[config.mk]
export PLATFORM = sky130hd
export DESIGN_NAME = immediate_generate_pipe_flat
export DESIGN_NICKNAME = d
export VERILOG_FILES = /design/src/rtl/immediate_generate_pipe_if.sv /design/src/rtl/immediate_generate_pipe.sv /design/src/flat_wrapper.sv
export SDC_FILE = /design/constraint.sdc
export NUM_CORES = 1
export LEC_CHECK = 0
export CORE_MARGIN = 2
export CORE_UTILIZATION = 42
export DETAILED_ROUTE_END_ITERATION = 16
export HOLD_SLACK_MARGIN = 0.12
export PLACE_DENSITY_LB_ADDON = 0.1
export SLEW_MARGIN = 20
export SYNTH_ARGS = -nofsm -noshare
export SYNTH_HDL_FRONTEND = slang
export SYNTH_SLANG_ARGS = --single-unit
[constraint.sdc]
create_clock -name CLK -period 3.1 [get_ports CLK]
set_input_delay 0.62 -clock CLK [delete_from_list [all_inputs] [get_ports CLK]]
set_output_delay 0.62 -clock CLK [all_outputs]
set_load 0.05 [all_outputs]
[src/rtl/immediate_generate_pipe_if.sv]
// Handshake bundle between decoder, immediate generator and ID/EX register.
// The slave modport is the generator's view of the bundle; the master modport is the driver's view.
interface immediate_generate_pipe_if #(
    parameter int XLEN  = 32,
    parameter int TAG_W = 8
);
    logic             IN_VALID;
    logic             IN_READY;
    logic [24:0]      IN_INSTR;
    logic [3:0]       IN_IMM_SEL;
    logic [TAG_W-1:0] IN_TAG;
    logic             OUT_VALID;
    logic             OUT_READY;
    logic [XLEN-1:0]  OUT_IMM;
    logic [TAG_W-1:0] OUT_TAG;
    logic             OUT_ILLEGAL;

    modport master (
        output IN_VALID, IN_INSTR, IN_IMM_SEL, IN_TAG, OUT_READY,
        input  IN_READY, OUT_VALID, OUT_IMM, OUT_TAG, OUT_ILLEGAL
    );

    modport slave (
        input  IN_VALID, IN_INSTR, IN_IMM_SEL, IN_TAG, OUT_READY,
        output IN_READY, OUT_VALID, OUT_IMM, OUT_TAG, OUT_ILLEGAL
    );
endinterface

[src/rtl/immediate_generate_pipe.sv]
// Registered immediate generator with a 2-entry skid buffer (output reg + skid reg).
// Absorbs one cycle of downstream stall; FLUSH drops all buffered entries.
module immediate_generate_pipe #(
    parameter int XLEN  = 32,
    parameter int TAG_W = 8
) (
    input logic                     CLK,
    input logic                     RESET,
    input logic                     FLUSH,
    immediate_generate_pipe_if.slave bus
);
    typedef enum logic [1:0] {
        EMPTY = 2'b00,
        ONE   = 2'b01,
        FULL  = 2'b11
    } state_t;

    state_t           state;
    state_t           state_nxt;
    logic [31:7]      inst;
    logic             s;
    logic [31:0]      imm32;
    logic             in_ill;
    logic [XLEN-1:0]  in_imm;
    logic             in_ready;
    logic             out_valid;
    logic             accept;
    logic             pop;
    logic             load_in;
    logic             load_skid;
    logic             load_from_skid;
    logic [XLEN-1:0]  out_imm;
    logic [TAG_W-1:0] out_tag;
    logic             out_ill;
    logic [XLEN-1:0]  skid_imm;
    logic [TAG_W-1:0] skid_tag;
    logic             skid_ill;

    assign inst = bus.IN_INSTR;
    assign s    = inst[31];

    always_comb begin
        imm32  = '0;
        in_ill = 1'b0;
        case (bus.IN_IMM_SEL)
            4'b0000: imm32 = {inst[31:12], 12'b0};
            4'b0001: imm32 = {{11{s}}, s, inst[19:12], inst[20], inst[30:21], 1'b0};
            4'b0010: imm32 = {{20{s}}, inst[31:25], inst[11:7]};
            4'b0011: imm32 = {{19{s}}, s, inst[7], inst[30:25], inst[11:8], 1'b0};
            4'b0100: imm32 = {{20{s}}, inst[31:20]};
            4'b0101: imm32 = {27'b0, inst[24:20]};
            4'b0110: imm32 = {20'b0, inst[31:20]};
            4'b0111: imm32 = {27'b0, inst[19:15]};
            4'b1000: begin
                if (XLEN == 64) imm32 = {26'b0, inst[25:20]};
                else            in_ill = 1'b1;
            end
            default: in_ill = 1'b1;
        endcase
    end

    // Zero-extended formats always leave bit 31 clear, so one sign extension covers every format.
    assign in_imm = XLEN'($signed(imm32));

    assign out_valid = (state != EMPTY);
    assign in_ready  = (state != FULL);
    assign accept    = bus.IN_VALID & in_ready;
    assign pop       = out_valid & bus.OUT_READY;

    always_ff @(posedge CLK) begin
        if (RESET) state <= EMPTY;
        else       state <= state_nxt;
    end

    always_comb begin
        state_nxt      = state;
        load_in        = 1'b0;
        load_skid      = 1'b0;
        load_from_skid = 1'b0;
        case (state)
            EMPTY: begin
                if (accept) begin
                    state_nxt = ONE;
                    load_in   = 1'b1;
                end
            end
            ONE: begin
                if (accept && pop) begin
                    load_in = 1'b1;
                end else if (accept) begin
                    state_nxt = FULL;
                    load_skid = 1'b1;
                end else if (pop) begin
                    state_nxt = EMPTY;
                end
            end
            FULL: begin
                if (pop) begin
                    state_nxt      = ONE;
                    load_from_skid = 1'b1;
                end
            end
            default: state_nxt = EMPTY;
        endcase
        if (FLUSH) begin
            state_nxt      = EMPTY;
            load_in        = 1'b0;
            load_skid      = 1'b0;
            load_from_skid = 1'b0;
        end
    end

    always_ff @(posedge CLK) begin
        if (RESET) begin
            out_imm  <= '0;
            out_tag  <= '0;
            out_ill  <= 1'b0;
            skid_imm <= '0;
            skid_tag <= '0;
            skid_ill <= 1'b0;
        end else begin
            if (load_in) begin
                out_imm <= in_imm;
                out_tag <= bus.IN_TAG;
                out_ill <= in_ill;
            end else if (load_from_skid) begin
                out_imm <= skid_imm;
                out_tag <= skid_tag;
                out_ill <= skid_ill;
            end
            if (load_skid) begin
                skid_imm <= in_imm;
                skid_tag <= bus.IN_TAG;
                skid_ill <= in_ill;
            end
        end
    end

    assign bus.IN_READY    = in_ready;
    assign bus.OUT_VALID   = out_valid;
    assign bus.OUT_IMM     = out_imm;
    assign bus.OUT_TAG     = out_tag;
    assign bus.OUT_ILLEGAL = out_ill;
endmodule
[src/flat_wrapper.sv]
// flat-port wrapper written by rule: the top's interface ports become plain ports
module immediate_generate_pipe_flat 
#(
    parameter int XLEN  = 32,
    parameter int TAG_W = 8
)
  (CLK, RESET, FLUSH, bus_IN_VALID, bus_IN_INSTR, bus_IN_IMM_SEL, bus_IN_TAG, bus_OUT_READY, bus_IN_READY, bus_OUT_VALID, bus_OUT_IMM, bus_OUT_TAG, bus_OUT_ILLEGAL);
  immediate_generate_pipe_if #(.XLEN(XLEN), .TAG_W(TAG_W)) bus_i ();
  input logic CLK;
  input logic RESET;
  input logic FLUSH;
  input wire logic [$bits(bus_i.IN_VALID)-1:0] bus_IN_VALID;
  input wire logic [$bits(bus_i.IN_INSTR)-1:0] bus_IN_INSTR;
  input wire logic [$bits(bus_i.IN_IMM_SEL)-1:0] bus_IN_IMM_SEL;
  input wire logic [$bits(bus_i.IN_TAG)-1:0] bus_IN_TAG;
  input wire logic [$bits(bus_i.OUT_READY)-1:0] bus_OUT_READY;
  output wire logic [$bits(bus_i.IN_READY)-1:0] bus_IN_READY;
  output wire logic [$bits(bus_i.OUT_VALID)-1:0] bus_OUT_VALID;
  output wire logic [$bits(bus_i.OUT_IMM)-1:0] bus_OUT_IMM;
  output wire logic [$bits(bus_i.OUT_TAG)-1:0] bus_OUT_TAG;
  output wire logic [$bits(bus_i.OUT_ILLEGAL)-1:0] bus_OUT_ILLEGAL;
  assign bus_i.IN_VALID = bus_IN_VALID;
  assign bus_i.IN_INSTR = bus_IN_INSTR;
  assign bus_i.IN_IMM_SEL = bus_IN_IMM_SEL;
  assign bus_i.IN_TAG = bus_IN_TAG;
  assign bus_i.OUT_READY = bus_OUT_READY;
  assign bus_IN_READY = bus_i.IN_READY;
  assign bus_OUT_VALID = bus_i.OUT_VALID;
  assign bus_OUT_IMM = bus_i.OUT_IMM;
  assign bus_OUT_TAG = bus_i.OUT_TAG;
  assign bus_OUT_ILLEGAL = bus_i.OUT_ILLEGAL;
  immediate_generate_pipe #(.XLEN(XLEN), .TAG_W(TAG_W)) u_core (.CLK(CLK), .RESET(RESET), .FLUSH(FLUSH), .bus(bus_i));
endmodule
==> metrics.md <==
| Metric | Value |
|---|---|
| Run status | `finished clean` |
| Shortest period the worst path allows | `about 2.6 ns` |
| Top layer in use | `met4` |
| Setup Viol. Count Final | `0` |
| Max_cap viols | `0` |
| Met2 Wirelength | `4950 µm` |
| Top_reg_cell synth | `dfxtp_1` |
| Max_slew headroom | `37.4%` |
| Number of synthesized flops with an enable pin | `0` |
| CP most frequent cell | `inv_1` |
| DRT iter0 DRCs | `around 190` |
| CTS buffer count | `9` |
| Crit path capture type | `primary output` |
| Type of origin of the critical path | `register` |
| Actual slew at the worst max-slew pin | `0.939 ns` |
| Post-Synth Simple-Gate Area | `18.9%` |
| Routability cong. | `between 0.8 and 0.9` |
| Total GRT Usage | `20.3%` |
| Layout cell share with drive strength beyond 1 | `6.79%` |
| Via count | `3,595` |
| Hold Crit Class | `reg2reg` |
| Synth-to-layout area growth | `26.5%` |
| CP Max Fanout | `6` |
| # rows | `35` |
| Total wire length | `10,300 µm` |
| Antenna Violating Nets Remaining | `0` |
| Routed length on met1 | `4910 µm` |
| Synth Area in Adders | `1.53%` |
| Netlist cell types | `43` |
| Ys Warns | `0` |
| Seq pwr share | `46.7%` |
| DR WL met3 | `~330 µm` |
| Mean Syn Cell Area | `8.82 µm²` |
| Seq/Total Area, Yosys | `41.2%` |
| Worst setup path class | `reg2out` |
| FFs w/ async S/R, synth | `0%` |
| Gate count after technology mapping | `463` |
| Setup tns final | `0 ns` |
| CTS tree | `done` |
| Critical path data arrival time | `1.98 ns` |
| Die height | `about 100 µm` |
| Comb pwr share | `approximately a fifth` |
| Final Slew Violations | `0` |
| I/O pin count | `85` |
| Largest family of logic cells by synthesized area | `compound AO/OA/AOI/OAI gates` |
| Port Buffer Count | `84` |
| Initial core utilization | `43.8%` |
| Drt drc | `0` |
| Net count, final | `572` |
| CTS root buf | `clkbuf_8` |
| Width of the die | `103 µm` |
| Filler Cells Inserted | `896` |
| Unrepaired setup endpoints after global routing | `false` |
| Peak VDD IR | `between 0.2 and 0.3 mV` |
| Skew-Pair Late Insertion Delay | `0.34 ns` |
| Sw frac | `29.3%` |
| Crit path largest cell delay | `0.80 ns` |
| Initial antenna violation count | `0` |
| Hold_ws | `0.457 ns` |
| Post-cts resize count | `0` |
| Pwr/cell area | `477 mW/mm²` |
| Static leakage | `0.00171 µW` |
| Drt pass-1 iters | `4` |
| First-pass GRT wire length | `16,900 µm` |
| Clock power share | `32.5%` |
| Global-route congestion overflow total | `0` |
| Core ar. | `0.00933 mm²` |
| Worst setup margin | `0.496 ns` |
| Syn_nets | `510` |
| Post-CTS Hold Buffers | `0` |
| Vias per std cell | `~5.5` |
| Diode count | `0` |
| Worst-path clk slew | `~0.08 ns` |
| Final period utilization | `about 84%` |
| Critical Path RT | `2.48 ns` |
| FMAX | `0.384 GHz` |
| Vias in the first global route | `3,399` |
| Detailed placement HPWL | `6640 µm` |
| CTS sink cnt | `84` |
| Setup repair bufs after CTS | `0` |
| P_int | `1740 µW` |
| Slowest-stage cell, CP | `clkdlybuf4s50_1` |
| Average routed wire per standard cell | `~16 µm` |
| Post-synthesis compound-gate area fraction | `24.7%` |
| Post-synthesis xor/xnor area fraction | `0%` |
| Cells along the critical path | `inv_1 -> ha_1 -> inv_1 -> clkdlybuf4s50_1` |
| Fin. Hold Viols | `0` |
| Die area | `approximately 0.011 mm²` |
| Worst slack, placed | `0.546 ns` |
| Pin count of the biggest net entering global routing | `58` |
| Post-Syn Area | `0.00408 mm²` |
| CTS Buffer Depth | `2` |
| Mux share of post-synthesis cell area | `6.87%` |
| Synth Register Bits | `84` |
| H-tree Lvls | `3` |
| Clock Skews | `roughly 0.0067 ns` |
| Psw | `721 µW` |
[state kept, by name, indices dropped and copies added (netlist names)]
register and flops:
u_core.bus.OUT_ILLEGAL 1, u_core.bus.OUT_IMM 32, u_core.bus.OUT_TAG 8, u_core.skid_ill 1
u_core.skid_imm 32, u_core.skid_tag 8, u_core.state 2
[worst paths after layout]
path / from / end / slack [ns] / depth (start not counted)
worst max register to register: u_core.state[0]$_SDFFE_PP0P_ / u_core.bus.OUT_IMM[19]$_SDFFE_PP0P_ / 1.04 / 7
worst max-delay path: u_core.state[0]$_SDFFE_PP0P_ / bus_OUT_VALID / 0.50 / 4
worst min-delay path: u_core.skid_imm[5]$_SDFFE_PP0P_ / u_core.skid_imm[5]$_SDFFE_PP0P_ / 0.46 / 2
worst min register to register: u_core.skid_imm[5]$_SDFFE_PP0P_ / u_core.skid_imm[5]$_SDFFE_PP0P_ / 0.46 / 2
[critical path, delay by kind of cell, from the launching register on]
kind	cells	cell delay, ns
flops	1	0.41
fa+ha+maj	1	0.26
buf+inv	3	0.98
[cells by family after synthesis]
family | after synthesis
simple gates | 144
flops | 84
buf+inv | 51
fa+ha+maj | 5
mux | 28
compound gates | 151
[power by group through the flow]
stage	Clock, µW	Sequential, µW	Combinational (µW)
2_1_floorplan	0	1300	194
3_3_place_gp	0	1170	507
3_5_place_dp	0	1170	513
4_1_cts	816	1150	516
5_1_grt	857	1160	551
6_report	799	1150	513
[area by class of cell]
class                           instances  area [µm²]  area share [%]
Inverter                                5        18.8           0.363
Timing Repair Buffer                   97         971            18.8
Multi-Input combinational cell        328        2130            41.2
Tap cell                              129         161            3.13
Clock buffer                           12         155            3.00
Sequential cell                        84        1680            32.6
Clock inverter                          4        47.5           0.921
[Yosys cell counts (3+ instances only)]
library cell | n | area share (%)
ha_1 | 5 | 1.5
nand3b_1 | 12 | 2.2
nor2_1 | 21 | 1.9
nand2_1 | 37 | 3.4
buf_4 | 3 | 0.55
nor2b_1 | 20 | 3.1
a211o_1 | 8 | 1.7
mux2i_1 | 28 | 6.9
o21ai_1 | 11 | 1.3
nand2b_1 | 9 | 1.4
clkbuf_1 | 19 | 1.7
nand3_1 | 30 | 3.7
a21oi_1 | 49 | 6.0
buf_2 | 20 | 2.5
a211oi_1 | 63 | 12
inv_1 | 4 | 0.37
dfxtp_1 | 84 | 41
a31o_1 | 10 | 2.1
[cell usage in the layout (no fill, tap or decap), drive strengths merged]
cell	count
nand3	30
a21oi	49
o22ai	1
nand3b	12
a31o	11
or3	1
ha	5
and4bb	2
and3b	2
nor4bb	1
nor3b	1
a2bb2oi	1
bufinv	1
buf	14
clkbuf	12
inv	5
nor2	22
or3b	2
o21ai	14
dfxtp	84
or4	1
clkinvlp	1
nor2b	20
nand2	37
or2	1
mux2i	28
o21a	1
a211o	8
o221ai	1
nor3	3
a211oi	64
a31oi	1
clkdlybuf4s50	83
nand2b	9
clkinv	2
[through the flow]
| step | cell area [µm²] | cells | total power [µW] | utilization, % |
|---|---|---|---|---|
| final | 5160 | 659 | 2460 | 55.4 |
| after global routing | 5160 | 659 | 2560 | 55.4 |
| after CTS | 5160 | 659 | 2480 | 55.4 |
| after detailed placement | 4960 | 643 | 1690 | 53.2 |
| after global placement | 4960 | 643 | 1680 | 53.2 |
| after floorplan | 4080 | 463 | 1500 | - |
[layer usage]
layer,vias to the layer above,track usage (%)
met3,10,3.73
met5,-,0
met4,0,6.05
met1,1717,28.6
li1,1807,-
met2,61,31.7
Note: power is estimated with default switching activity, not from simulation.
